## src/rtl/fetch_stage_pkg.sv

```systemverilog
// Shared types and constants for the MIPS fetch stage.
// Imported by the IF/ID register and the fetch stage top.
package fetch_stage_pkg;

  localparam int ADDR_W  = 32;
  localparam int INSTR_W = 32;

  localparam logic [ADDR_W-1:0]  PC_STEP   = 32'd4;
  localparam logic [INSTR_W-1:0] NOP_INSTR = 32'h0;

  typedef enum logic [1:0] {
    FETCH,
    HOLD,
    DROP
  } fetch_state_e;

  function automatic logic [ADDR_W-1:0] align_target(
    input logic [ADDR_W-1:0] a
  );
    return {a[ADDR_W-1:2], 2'b00};
  endfunction

endpackage

```

## src/rtl/fetch_stage_if_id_reg.sv

```systemverilog
// IF/ID pipeline register: flush beats load, hold keeps the
// whole bundle, otherwise a bubble is inserted.
module if_id_reg
  import fetch_stage_pkg::*;
(
  input  logic               clk,
  input  logic               rst,
  input  logic               load_i,
  input  logic               flush_i,
  input  logic               hold_i,
  input  logic [ADDR_W-1:0]  pc_i,
  input  logic [INSTR_W-1:0] instr_i,
  output logic [ADDR_W-1:0]  pc_o,
  output logic [INSTR_W-1:0] instr_o,
  output logic               valid_o
);

  logic [ADDR_W-1:0]  pc_q;
  logic [INSTR_W-1:0] instr_q;
  logic               valid_q;

  always_ff @(posedge clk or posedge rst) begin
    if (rst) begin
      pc_q    <= '0;
      instr_q <= NOP_INSTR;
      valid_q <= 1'b0;
    end else if (flush_i) begin
      pc_q    <= '0;
      instr_q <= NOP_INSTR;
      valid_q <= 1'b0;
    end else if (load_i) begin
      pc_q    <= pc_i;
      instr_q <= instr_i;
      valid_q <= 1'b1;
    end else if (!hold_i) begin
      // no new word this cycle: keep contents, mark as bubble
      valid_q <= 1'b0;
    end
  end

  assign pc_o    = pc_q;
  assign instr_o = instr_q;
  assign valid_o = valid_q;

endmodule

```

## src/rtl/fetch_stage.sv

```systemverilog
// Instruction fetch: PC, imem req/ack handshake, redirect
// with drain of an outstanding request, and IF/ID register.
module fetch_stage
  import fetch_stage_pkg::*;
#(
  parameter logic [ADDR_W-1:0] RESET_PC = 32'h0000_0000
) (
  input  logic               clk,
  input  logic               rst,
  input  logic               freeze,
  input  logic               br_taken,
  input  logic [ADDR_W-1:0]  br_addr,
  output logic               imem_req,
  output logic [ADDR_W-1:0]  imem_addr,
  input  logic               imem_ack,
  input  logic [INSTR_W-1:0] imem_rdata,
  output logic [ADDR_W-1:0]  if_pc,
  output logic [INSTR_W-1:0] if_instr,
  output logic               if_valid
);

  fetch_state_e       state_q, state_d;
  logic [ADDR_W-1:0]  pc_q, pc_d;
  logic [ADDR_W-1:0]  fa_q, fa_d;
  logic [INSTR_W-1:0] skid_q, skid_d;

  logic               ld, fl, hd;
  logic [INSTR_W-1:0] ld_instr;
  logic [ADDR_W-1:0]  seq_pc;
  logic [ADDR_W-1:0]  tgt;

  assign seq_pc = fa_q + PC_STEP;
  assign tgt    = align_target(br_addr);

  always_ff @(posedge clk or posedge rst) begin
    if (rst) begin
      state_q <= FETCH;
      pc_q    <= RESET_PC;
      fa_q    <= RESET_PC;
      skid_q  <= NOP_INSTR;
    end else begin
      state_q <= state_d;
      pc_q    <= pc_d;
      fa_q    <= fa_d;
      skid_q  <= skid_d;
    end
  end

  always_comb begin
    state_d  = state_q;
    pc_d     = pc_q;
    fa_d     = fa_q;
    skid_d   = skid_q;
    ld       = 1'b0;
    fl       = 1'b0;
    hd       = 1'b0;
    ld_instr = imem_rdata;
    unique case (state_q)
      FETCH: begin
        if (freeze) begin
          hd = 1'b1;
          if (imem_ack) begin
            skid_d  = imem_rdata;
            state_d = HOLD;
          end
        end else if (br_taken) begin
          pc_d = tgt;
          fl   = 1'b1;
          if (imem_ack) fa_d = tgt;
          else          state_d = DROP;
        end else if (imem_ack) begin
          ld   = 1'b1;
          pc_d = seq_pc;
          fa_d = seq_pc;
        end
      end
      HOLD: begin
        if (freeze) begin
          hd = 1'b1;
        end else if (br_taken) begin
          pc_d    = tgt;
          fa_d    = tgt;
          fl      = 1'b1;
          skid_d  = NOP_INSTR;
          state_d = FETCH;
        end else begin
          ld       = 1'b1;
          ld_instr = skid_q;
          pc_d     = seq_pc;
          fa_d     = seq_pc;
          state_d  = FETCH;
        end
      end
      DROP: begin
        // request to the old address must complete before redirect
        if (br_taken) pc_d = tgt;
        if (imem_ack) begin
          fa_d    = pc_d;
          state_d = FETCH;
        end
      end
      default: state_d = FETCH;
    endcase
  end

  assign imem_req  = !rst && (state_q != HOLD);
  assign imem_addr = fa_q;

  if_id_reg u_if_id (
    .clk     (clk),
    .rst     (rst),
    .load_i  (ld),
    .flush_i (fl),
    .hold_i  (hd),
    .pc_i    (seq_pc),
    .instr_i (ld_instr),
    .pc_o    (if_pc),
    .instr_o (if_instr),
    .valid_o (if_valid)
  );

endmodule

```

## config.mk

```make
export PLATFORM = sky130hd
export DESIGN_NAME = fetch_stage
export DESIGN_NICKNAME = d
export VERILOG_FILES = /design/src/rtl/fetch_stage_pkg.sv /design/src/rtl/fetch_stage_if_id_reg.sv /design/src/rtl/fetch_stage.sv
export SDC_FILE = /design/constraint.sdc
export NUM_CORES = 1
export LEC_CHECK = 0
export ABC_AREA = 1
export ABC_CLOCK_PERIOD_IN_PS = 4210
export CAP_MARGIN = 0
export CELL_PAD_IN_SITES_DETAIL_PLACEMENT = 0
export CELL_PAD_IN_SITES_GLOBAL_PLACEMENT = 1
export CORE_MARGIN = 5
export CORE_UTILIZATION = 30
export DETAILED_ROUTE_END_ITERATION = 16
export DONT_BUFFER_PORTS = 1
export PLACE_DENSITY = 0.6
export SLEW_MARGIN = 10
export SYNTH_ARGS = -nofsm -noshare
export SYNTH_HDL_FRONTEND = slang
export SYNTH_SLANG_ARGS = --single-unit
```

## constraint.sdc

```tcl
create_clock -name clk -period 4.21 [get_ports clk]
set_input_delay 0.2105 -clock clk [delete_from_list [all_inputs] [get_ports clk]]
set_output_delay 0.2105 -clock clk [all_outputs]
set_load 0.05 [all_outputs]
```

# Word-level counts from Yosys, hierarchy flattened
# Index checks and enable logic that the tools add are counted.
dict set report totals {
  ff_bits 163
  input_bits 69
  wordCells 78
}
dict set report op_classes {
  add_sub_neg 1
  eq_ne 14
  mux 45
  n_reduce_logical 11
}
# op count
set op_table {}
lappend op_table {{two-way mux 32 bit} 21}
lappend op_table {{case mux 32 bit (3 select lines)} 2}
lappend op_table {{case mux 32 bit (2 select lines)} 1}
lappend op_table {{adder 32 x 3 -> 32 bit, second input constant} 1}
lappend op_table {{!= test 3 bit, second input constant} 5}
lappend op_table {{AND reduction 5 bit} 3}
lappend op_table {{two-way mux 1 bit} 13}
lappend op_table {{two-way mux 2 bit} 6}
lappend op_table {{!= test 2 bit, second input constant} 6}
lappend op_table {{case mux 2 bit (3 select lines)} 1}
lappend op_table {{AND reduction 4 bit} 1}
lappend op_table {{nonzero test 2 bit} 2}
lappend op_table {{nonzero test 3 bit} 1}
lappend op_table {{equality test 2 x 1 -> 1 bit, second input constant} 1}
lappend op_table {{equality test 2 bit, second input constant} 1}
lappend op_table {{logical NOT 2 bit} 1}
lappend op_table {{!= test 2 x 1 -> 1 bit, second input constant} 1}
lappend op_table {{case mux 1 bit (2 select lines)} 1}
lappend op_table {{OR reduction 2 bit} 1}
lappend op_table {{logical AND 1 bit} 1}
lappend op_table {{logical NOT 1 bit} 1}

# Logic depth before layout (Yosys ltp)
# Gate-level depths: netlist of run 1.
dict set report logic_depth {
  depth_word 6
  ltp_mapped 13
  depth_no_buf 12
}

# Hierarchy
# From an unflattened synthesis of run 1, not the netlist that was laid out.
dict set report hier_totals {
  cells_unflattened 1116
  hier_area_um2 8343.0
}
# module instances cells_each area_each_um2 seq_area_each_um2
set by_module_without_submodules {}
lappend by_module_without_submodules {fetch_stage 1 833 5720.5 2452.4}
lappend by_module_without_submodules {if_id_reg 1 283 2622.5 1626.6}

# Worst setup path before layout of run 1
# OpenSTA, ideal clock, no wires.
dict set report synth_timing {
  path_kind {register -> register}
  start {register fa_q[2] (netlist: imem_addr[2])}
  end {register fa_q[14] (netlist: imem_addr[14])}
  setup_ns 0.131
  t_arrival_ns 1.840
  required_ns 4.079
  path_slack_ns 2.238
  path_stages_with_launch 10
  n_path_buf 0
  period_less_slack_ns 1.972
  path_cell_list {dfrtp_1 > ha_1 > nand2_1 > nor2_1 > nand2_1 > nor2_2 > xor2_1 > nand2_1 > nand3_1 > o21ai_0}
}
dict set report synth_between {
  elab_chain_cells 5
  word_cells_on_any_way 7
  cone_classes {1 x add/sub; 6 x mux}
}
# item line_no
set synth_lines {}
lappend synth_lines {{start: declaration} fetch_stage.sv:24} ;# logic [ADDR_W-1:0] fa_q, fa_d;
lappend synth_lines {{start signal: assignment} fetch_stage.sv:39} ;# fa_q <= RESET_PC;
lappend synth_lines {{start signal: assignment} fetch_stage.sv:44} ;# fa_q <= fa_d;
lappend synth_lines {{adder 32 x 3 -> 32 bit (*)} fetch_stage.sv:32} ;# assign seq_pc = fa_q + PC_STEP;
lappend synth_lines {{two-way mux 32 bit} fetch_stage.sv:71} ;# end else if (imem_ack) begin
lappend synth_lines {{two-way mux 32 bit} fetch_stage.sv:66} ;# end else if (br_taken) begin
lappend synth_lines {{two-way mux 32 bit} fetch_stage.sv:60} ;# if (freeze) begin
lappend synth_lines {{case mux 32 bit (3 select lines) (*)} fetch_stage.sv:58} ;# unique case (state_q)
# Mark *: on every way between the ends. The rest lies on a longest branch, timed or not. The select of a mux whose other input is x is not followed.
# A chain may end at the register's enable or synchronous reset.

# Final worst setup path of run 1
# Ends and elaborated chain as after synthesis.

==> out/metrics.cfg, run 1 <==
[run_status]
status = finished clean

[power]
swShare_pct = 53.2
pwr-share-seq_pct = 51.8
power_switching_uw = 4360
p_per_area_nw_per_um2 = 884
p_leak_uw = 0.00461
p_clk_share_pct = 19.7
p_int_uw = 3830
pwr-share-comb_pct = 28.6
max-vdd-ir-drop_mv = 0.283

[clock_network]
clockBufferDepth = 2
clk_pin_slew_worst_paths_ns = 0.08
htreeDepth = 4
cts_buffers = 17
cts_resized = 0
cts-root-buf = clkbuf_16
worst_skew_pair.late_latency_ns = 0.43
cts_tree = yes
cts_sinks = 163

[logic_synthesis]
avgSynthCellArea_sq_um = 7.71
synth_cells = 1040
seq_area_frac_synth_pct = 50.9
synthDistinctLibCells = 33
syn_area_sq_um = 8020
synth-edff-count = 0
ys_seq_elements = 163
ys_warn_count = 0
async_flop_share_pct = 100
ys.flop_type = dfrtp_1
syn_nets = 1113

[timing]
finalClockSkew_ns = 0.0144
fmax_ghz = 0.390
setup_ws_ns = 1.65
grt_setup_unrepaired = false
setup-violations-final = 0
tightest_slew_ns = 1.13
hold_viol_final = 0
maxSlewHeadroom_pct = 24.4
min_period_ns = 2.56
period_share_pct = 60.8
fin_setup_tns_ns = 0
final_max_slew_viol_count = 0

[drt]
drt_iter0_markers = 347
drtAntennaViolNets = 0
vias = 6569
avgViaCountPerCell = 4.67
drc = 0
first_pass_iters = 4
wl_microns = 24900
wl_per_cell_microns = 17.7

[placement]
dp_slack_ns = 1.63
portBuffers = 0
dp_hpwl_microns = 16200
globalplace.congestion = 0.797
dp_cells = 1340
dpl_cell_area_sq_um = 8310

[critical_path]
cp_max_fo = 5
worstReg2RegEnd = imem_addr[14]
worst_setup_path_start_kind = register
crit_type = register to register
cp.required_ns = 4.50
arrival_ns = 2.86
ff2ff_setup_slack_ns = 1.65
end_kind = register
r2r_start = imem_addr[2]
r2r_cells = 9

[worst_hold_path]
worstHoldStart = br_addr[3]
hold_class = primary input to register
hold_depth = 4
min_to = imem_addr[3]

[flow_run]
maxCapViolCount = 0

[finish]
final_cell_mix = nand2_1 (385), dfrtp_1 (163), inv_1 (128)
stdcell_count = 1406
area_growth_pct = 15.4
final_common_cell = nand2_1
layout-drive-gt1-share_pct = 5.88
nets = 1131
final_core_util_pct = 35.3
diodes = 0
design_area_sq_um = 9260

[floorplan]
coreArea_sq_um = 26200
initial_core_util_pct = 30.6
row_count = 59
io_pins = 167
die-area_sq_um = 30100
die_x_microns = 174
die_h_microns = 174

[grt]
grt_pass1_wl_microns = 39900
grtUsageTotal_pct = 16.7
antenna_found_initial = 0
grt_pass1_vias = 6679
grt-ovfl-total = 0
grt_max_degree = 164

==> critical path, stage by stage (launching register included) <==
cell	delay (ns)
dfrtp_1	0.75
ha_1	0.35
nand2_1	0.07
nor2_1	0.17
nand2_1	0.21
nor2_2	0.29
xor2_1	0.29
nand2_1	0.11
nand3_1	0.08
o21ai_0	0.10
==> through the flow <==
| step | total power, uW | hold WS (ns) |
|---|---|---|
| after detailed placement | 6660 | 0.382 |
| after global placement | 6620 | 0.383 |
| final | 8180 | 0.0404 |
| after global routing | 8800 | 0.0626 |
| after CTS | 8330 | 0.0147 |
| after floorplan | 5870 | 0.372 |
==> how the worst max path moves through the flow <==
stage            startpoint             to  slack [ns]  cells after the start
6_report       imem_addr[2]  imem_addr[14]        1.65                      9
5_1_grt        imem_addr[2]  imem_addr[24]        1.48                     10
4_1_cts        imem_addr[2]  imem_addr[14]        1.62                      9
3_5_place_dp   imem_addr[2]  imem_addr[14]        1.63                      9
3_3_place_gp   imem_addr[2]       pc_q[24]        1.68                     10
2_1_floorplan           rst   imem_addr[0]        1.93                      1
==> state kept, by name (all words and copies together), names as in the netlist <==
name	cells
imem_addr	32
pc_q	32
skid_q	32
state_q	2
u_if_id.instr_o	32
u_if_id.pc_o	32
u_if_id.valid_o	1
==> Yosys cell counts, drive strengths merged (5+ instances only) <==
cell	count	area, sq um
nand2	389	1470
dfrtp	163	4080
inv	134	505
o21ai	111	567
nand3	55	275
nor2	55	224
o22ai	47	294
buf	30	195
clkbuf	17	63.8
xnor2	8	70.1
xor2	5	43.8
==> power by group through the flow <==
stage	clock network (uW)	logic, uW	registers, uW
floorplan	0	1820	4050
global placement	0	2330	4280
detailed placement	0	2370	4290
CTS	1670	2400	4260
global route	1740	2720	4340
finish	1610	2340	4240
==> final cells by class <==
class / count / area, sq um
inverter: 134 / 509
clock buffer: 17 / 425
sequential: 163 / 4080
clock inverter: 15 / 186
fill: 2783 / 16900
timing repair buffer: 46 / 443
tap: 335 / 419
multi-input combinational: 696 / 3200
==> routing by layer <==
| metal | global-route usage [%] | part of all wire [%] | wire, microns | vias up |
|---|---|---|---|---|
| met5 | 0 | 0 | 0 | - |
| met4 | 3.09 | 0.56 | 140 | 0 |
| met3 | 5.41 | 6.4 | 1590 | 8 |
| met2 | 28.2 | 48 | 12000 | 144 |
| met1 | 21.4 | 45 | 11200 | 3092 |
| li1 | - | - | - | 3325 |
==> cell families after synthesis <==
group,after synthesis,synth area share [%]
buf+inv,181,9.53
xor+xnor,13,1.42
flops,163,50.9
compound gates,172,12.1
simple gates,507,25.5
fa+ha+maj,4,0.624
==> timing repair <==
| action | in CTS | in global routing |
|---|---|---|
| setup buffers | 0 | 0 |
| hold endpoints to repair | 82 | 0 |
| hold buffers | 34 | 0 |
(Power assumes the default switching activity.)
==> inputs of run 2 (changes only) <==
--- a/config.mk
+++ b/config.mk
@@ -6,7 +6,7 @@
 export NUM_CORES = 1
 export LEC_CHECK = 0
 export ABC_AREA = 1
-export ABC_CLOCK_PERIOD_IN_PS = 4210
+export ABC_CLOCK_PERIOD_IN_PS = 2600
 export CAP_MARGIN = 0
 export CELL_PAD_IN_SITES_DETAIL_PLACEMENT = 0
 export CELL_PAD_IN_SITES_GLOBAL_PLACEMENT = 1
@@ -14,7 +14,7 @@
 export CORE_UTILIZATION = 30
 export DETAILED_ROUTE_END_ITERATION = 16
 export DONT_BUFFER_PORTS = 1
-export PLACE_DENSITY = 0.6
+export PLACE_DENSITY = 0.58
 export SLEW_MARGIN = 10
 export SYNTH_ARGS = -nofsm -noshare
 export SYNTH_HDL_FRONTEND = slang
==> constraint.sdc (replaced) <==
create_clock -name clk -period 2.6 [get_ports clk]
set_input_delay 0.13 -clock clk [delete_from_list [all_inputs] [get_ports clk]]
set_output_delay 0.13 -clock clk [all_outputs]
set_load 0.05 [all_outputs]
==> out/metrics.cfg, run 2 (synthesized netlist as in run 1, its figures left out) <==
[finish]
area_growth_pct = 20.6
final_cell_mix = nand2_1 (385), dfrtp_1 (163), inv_1 (128)
layout-drive-gt1-share_pct = 8.77  ; +2.9 points
regArea_sq_um = 4080  ; unchanged
nets = 1177  ; +4.1%
multi_input_area_sq_um = 3200  ; unchanged
final_common_cell = nand2_1
fillers = 2791  ; +0.29%

[clock_network]
clk_pin_slew_worst_paths_ns = 0.07  ; about the same
cts-root-buf = clkbuf_16
cts_buffers = 17  ; unchanged
cts_resized = 0  ; unchanged
cts_tree = yes
clockBufferDepth = 2  ; unchanged
cts_sinks = 163  ; unchanged
htreeDepth = 4  ; unchanged
worst_skew_pair.late_latency_ns = 0.43  ; about the same

[placement]
dp_hpwl_microns = 16900  ; +3.7%
globalplace.congestion = 0.784  ; -1.6%
portBuffers = 0  ; unchanged

[timing]
setup-violations-final = 0  ; unchanged
maxSlewHeadroom_pct = 37.0  ; +13 points
period_share_pct = 81.0  ; +20 points
final_max_slew_viol_count = 0  ; unchanged
min_period_ns = 2.11  ; -0.456 ns
grt_setup_unrepaired = false
hold_viol_final = 0  ; unchanged
fmax_ghz = 0.475  ; +22%
tightest_slew_ns = 0.945  ; -0.189 ns
finalClockSkew_ns = 0.0108  ; -0.00366 ns
fin_setup_tns_ns = 0  ; unchanged

[floorplan]
coreArea_sq_um = 26200  ; unchanged
die_h_microns = 174  ; unchanged
die-area_sq_um = 30100  ; unchanged
initial_core_util_pct = 30.6  ; unchanged
die_x_microns = 174  ; unchanged
io_pins = 167  ; unchanged
row_count = 59  ; unchanged

[drt]
drc = 0  ; unchanged
avgViaCountPerCell = 4.59  ; -1.7%
drtAntennaViolNets = 0  ; unchanged
first_pass_iters = 4  ; unchanged
vias = 6674  ; +1.6%
wl_microns = 25100  ; +0.77%
drt_iter0_markers = 427  ; +23%
wl_per_cell_microns = 17.3  ; -2.5%

[critical_path]
worst_path_max_delay_cell = nor2_1
worst_setup_path_start_kind = register
crit_buf_inv = 3  ; +3
cp_max_fo = 16  ; +11
end_kind = register
cpMostUsedCell = nand2_1
cpPeakStageDelay_ns = 0.41  ; -0.34 ns
r2r_cells = 9  ; unchanged
crit_type = register to register
cp.depth = 9  ; unchanged
arrival_ns = 2.47  ; -0.39 ns
crit_family = simple AND/OR/NAND/NOR gates
path_cells = inv_1 -> ha_1 -> nor2_4 -> nor2_1 -> nor3_4 -> inv_2 -> buf_12 -> nand2_1 -> nand2_1
cp.required_ns = 2.96  ; -1.54 ns

[power]
p_per_area_nw_per_um2 = 1420  ; +61%
swShare_pct = 51.8  ; -1.5 points
max-vdd-ir-drop_mv = 0.554  ; +96%
p_int_uw = 6610  ; +73%
finalPower_uw = 13700  ; +68%
power_switching_uw = 7100  ; +63%
p_leak_uw = 0.00484  ; +5.1%
pwr-share-seq_pct = 43.5  ; -8.3 points
p_clk_share_pct = 18.7  ; -1.0 points
pwr-share-comb_pct = 37.8  ; +9.2 points

[grt]
grt_pass1_vias = 6784  ; +1.6%
grtUsageTotal_pct = 16.9  ; +0.13 points
grt_max_degree = 164  ; unchanged
grt_pass1_wl_microns = 40100  ; +0.43%
antenna_found_initial = 0  ; unchanged
grt-ovfl-total = 0  ; unchanged

[worst_hold_path]
hold_class = primary input to register
hold_depth = 6  ; +2

[flow_run]
maxCapViolCount = 0  ; unchanged

[run_status]
status = finished clean

## run 2: cell types whose count changed in the layout (fill, tap and decap cells not counted)
cell           delta
buf_4            +32
dlygate4sd3_1    +11
buf_12            +3
clkinv_4          +1
diode_2           +1
inv_6             -1
## run 2: layer usage
metal | GRT usage (%) | part of all wire (%)
met5 | 0 | 0
met4 | 4.02 | 1.2
met3 | 4.84 | 6.1
met2 | 26.9 | 46
met1 | 22.8 | 47
## run 2: worst min-delay path, stage by stage
cell	delay, ns
nand2_1	0.04
nand2_1	0.06
inv_1	0.03
nand2_1	0.07
nand2_1	0.05
nand2_1	0.05
## run 2: power groups by stage
| stage | registers [uW] | clock network (uW) | logic [uW] |
|---|---|---|---|
| floorplan | 6560 | 0 | 2950 |
| global placement | 6030 | 0 | 5170 |
| detailed placement | 6050 | 0 | 5210 |
| CTS | 6000 | 2660 | 5280 |
| global route | 6140 | 2770 | 5790 |
| finish | 5970 | 2570 | 5180 |
## run 2: path summary, 6_finish.rpt
check / startpoint / endpoint / slack [ns]
max reg2reg: state_q[0] / imem_addr[31] / 0.49
min: br_addr[31] / imem_addr[31] / 0.03
max in group asynchronous: rst / pc_q[26] / 1.44
min reg2reg: pc_q[0] / pc_q[0] / 0.48
max: state_q[0] / imem_addr[31] / 0.49
min in group asynchronous: rst / skid_q[13] / 0.43
## run 2: what timing repair did
action                    in CTS  in global routing
hold endpoints to repair     245                  0
setup buffers                  0                  0
hold buffers                  45                  0
## run 2: layout make-up
| cell class | count | share of cell area, % |
|---|---|---|
| antenna | 1 | 0.0259 |
| tap | 335 | 4.33 |
| clock buffer | 17 | 4.40 |
| multi-input combinational | 696 | 33.0 |
| clock inverter | 15 | 1.93 |
| timing repair buffer | 92 | 8.82 |
| sequential | 163 | 42.2 |
| inverter | 134 | 5.27 |
## run 2: metrics by stage
step,util [%],hold WS [ns],instance area [sq um],std cells,setup WS [ns]
after floorplan,-,0.292,8030,1040,0.399
after global placement,32.8,0.300,8610,1375,0.459
after detailed placement,32.8,0.303,8610,1375,0.424
after CTS,36.9,0.00689,9670,1452,0.410
after global routing,36.9,0.0487,9670,1452,0.264
final,36.9,0.0338,9670,1453,0.494
==> inputs of run 3 (changes only) <==
--- a/config.mk
+++ b/config.mk
@@ -6,7 +6,7 @@
 export NUM_CORES = 1
 export LEC_CHECK = 0
 export ABC_AREA = 1
-export ABC_CLOCK_PERIOD_IN_PS = 2600
+export ABC_CLOCK_PERIOD_IN_PS = 1900
 export CAP_MARGIN = 0
 export CELL_PAD_IN_SITES_DETAIL_PLACEMENT = 0
 export CELL_PAD_IN_SITES_GLOBAL_PLACEMENT = 1
@@ -14,7 +14,7 @@
 export CORE_UTILIZATION = 30
 export DETAILED_ROUTE_END_ITERATION = 16
 export DONT_BUFFER_PORTS = 1
-export PLACE_DENSITY = 0.58
+export PLACE_DENSITY = 0.6
 export SLEW_MARGIN = 10
 export SYNTH_ARGS = -nofsm -noshare
 export SYNTH_HDL_FRONTEND = slang
==> constraint.sdc (replaced) <==
create_clock -name clk -period 1.9 [get_ports clk]
set_input_delay 0.095 -clock clk [delete_from_list [all_inputs] [get_ports clk]]
set_output_delay 0.095 -clock clk [all_outputs]
set_load 0.05 [all_outputs]
==> out/metrics.cfg, run 3 (synthesized netlist as in run 1, its figures left out) <==
[finish]
nets = 1228  ; +4.3%
stdcell_count = 1503  ; +3.4%
diodes = 0  ; -1
final_cell_mix = nand2_1 (382), dfrtp_1 (163), inv_1 (126)
layout-drive-gt1-share_pct = 13.4  ; +4.7 points
final_common_cell = nand2_1
area_growth_pct = 28.6

[timing]
final_max_slew_viol_count = 0  ; unchanged
tightest_slew_ns = 0.770  ; -0.175 ns
min_period_ns = 1.79  ; -0.319 ns
grt_setup_unrepaired = false
finalClockSkew_ns = 0.0140  ; +0.00326 ns
maxSlewHeadroom_pct = 48.6  ; +12 points
hold_viol_final = 0  ; unchanged
fmax_ghz = 0.560  ; +18%
period_share_pct = 94.0  ; +13 points
setup-violations-final = 0  ; unchanged
timing.hold.ws_ns = 0.0125  ; -0.0212 ns
fin_setup_tns_ns = 0  ; unchanged

[floorplan]
coreArea_sq_um = 26200  ; unchanged
die_x_microns = 174  ; unchanged
row_count = 59  ; unchanged
die_h_microns = 174  ; unchanged
die-area_sq_um = 30100  ; unchanged
io_pins = 167  ; unchanged
initial_core_util_pct = 30.6  ; unchanged

[placement]
dp_hpwl_microns = 17700  ; +5.2%
globalplace.congestion = 0.827  ; +5.5%
dp_cells = 1416  ; +3.0%
portBuffers = 0  ; unchanged

[worst_hold_path]
hold_depth = 6  ; unchanged
hold_class = primary input to register
min_to = imem_addr[26]
worstHoldStart = br_addr[26]

[critical_path]
r2r_start = state_q[0]
arrival_ns = 2.11  ; -0.36 ns
end_kind = register
cp.required_ns = 2.22  ; -0.74 ns
crit_type = register to register
worstReg2RegEnd = imem_addr[20]
r2r_cells = 9  ; unchanged
worst_setup_path_start_kind = register
cp_max_fo = 7  ; -9
ff2ff_setup_slack_ns = 0.11  ; -0.38 ns

[grt]
grt-ovfl-total = 0  ; unchanged
grt_pass1_wl_microns = 40800  ; +1.7%
grtUsageTotal_pct = 17.0  ; +0.14 points
antenna_found_initial = 1  ; +1
grt_max_degree = 65  ; -60%
grt_pass1_vias = 6911  ; +1.9%

[drt]
wl_met1_microns = 11900  ; +0.16%
dr_wl_met2_microns = 12000  ; +4.7%
wl_met3_microns = 1500  ; -2.3%
vias = 6909  ; +3.5%
drt_iter0_markers = 480  ; +12%
highest_layer = met5
wl_per_cell_microns = 17.1  ; -1.2%
first_pass_iters = 5  ; +1
drc = 0  ; unchanged
drtAntennaViolNets = 0  ; unchanged
wl_microns = 25600  ; +2.2%
avgViaCountPerCell = 4.60  ; about the same

[clock_network]
clk_pin_slew_worst_paths_ns = 0.08  ; about the same
cts-root-buf = clkbuf_16
cts_buffers = 17  ; unchanged
worst_skew_pair.late_latency_ns = 0.43  ; about the same
cts_tree = yes
htreeDepth = 4  ; unchanged
cts_sinks = 163  ; unchanged
clockBufferDepth = 2  ; unchanged

[flow_run]
maxCapViolCount = 0  ; unchanged

[power]
finalPower_uw = 19800  ; +44%
max-vdd-ir-drop_mv = 0.668  ; +21%
p_per_area_nw_per_um2 = 1920  ; +35%
p_leak_uw = 0.00516  ; +6.5%

[run_status]
status = finished clean

[run 3: changes by cell type in the layout (fill, tap and decap cells not counted), sizes merged]
cell,delta
dlygate4sd3,+7
clkinv,-1
buf,+42
clkinvlp,+1
clkbuf,+2
diode,-1
[run 3: per-layer routing]
layer / global-route usage (%) / vias to the layer above
met5: 0 / -
met4: 3.82 / 2
met3: 4.91 / 16
met2: 27.5 / 154
met1: 22.7 / 3223
li1: - / 3514
[run 3: worst max-delay path by stage]
| stage | from | endpoint | depth (start not counted) |
|---|---|---|---|
| floorplan | rst | imem_addr[0] | 1 |
| global route | imem_addr[2] | pc_q[26] | 13 |
| global placement | state_q[0] | imem_addr[19] | 10 |
| detailed placement | state_q[1] | u_if_id.instr_o[12] | 12 |
| finish | state_q[0] | imem_addr[20] | 9 |
| CTS | state_q[0] | imem_addr[14] | 10 |
[run 3: per-stage QoR]
step                      instance area (sq um)  util (%)  setup slack [ns]
after floorplan                            8030         -            -0.266
after global placement                     9050      34.5           -0.0748
after detailed placement                   9050      34.5           -0.0587
after CTS                                 10200      38.9            0.0358
after global routing                      10300      39.4          0.000934
final                                     10300      39.4             0.113
[run 3: cell type report]
type | count | area (sq um)
Clock buffer | 17 | 425
Clock inverter | 15 | 188
Fill cell | 2701 | 15900
Inverter | 134 | 512
Multi-Input combinational cell | 696 | 3260
Sequential cell | 163 | 4080
Tap cell | 335 | 419
Timing Repair Buffer | 143 | 1430
[run 3: power breakdown]
part | internal, uW | switching [uW] | leakage (uW)
Sequential | 4990 | 3150 | 0.00211
Clock | 1790 | 1760 | 0.000294
Combinational | 3010 | 5080 | 0.00275
Total | 9790 | 9980 | 0.00516
[run 3: timing repair]
item | 4_1_cts | 5_1_grt
resized for setup | 3 | 18
endpoints found under the hold margin | 117 | 0
pin swaps | 1 | 3
cloned | 0 | 2
setup endpoints to repair | 90 | 129
hold buffers | 52 | 0
setup buffers | 1 | 1
[run 3: worst max-delay path: stages, from the launching register on]
cell       delay, ns
dfrtp_1         0.35
inv_1           0.09
ha_4            0.21
nand2_1         0.14
o21ai_0         0.16
nor3_4          0.31
inv_4           0.11
clkbuf_16       0.19
nand2_1         0.07
nand2_1         0.05
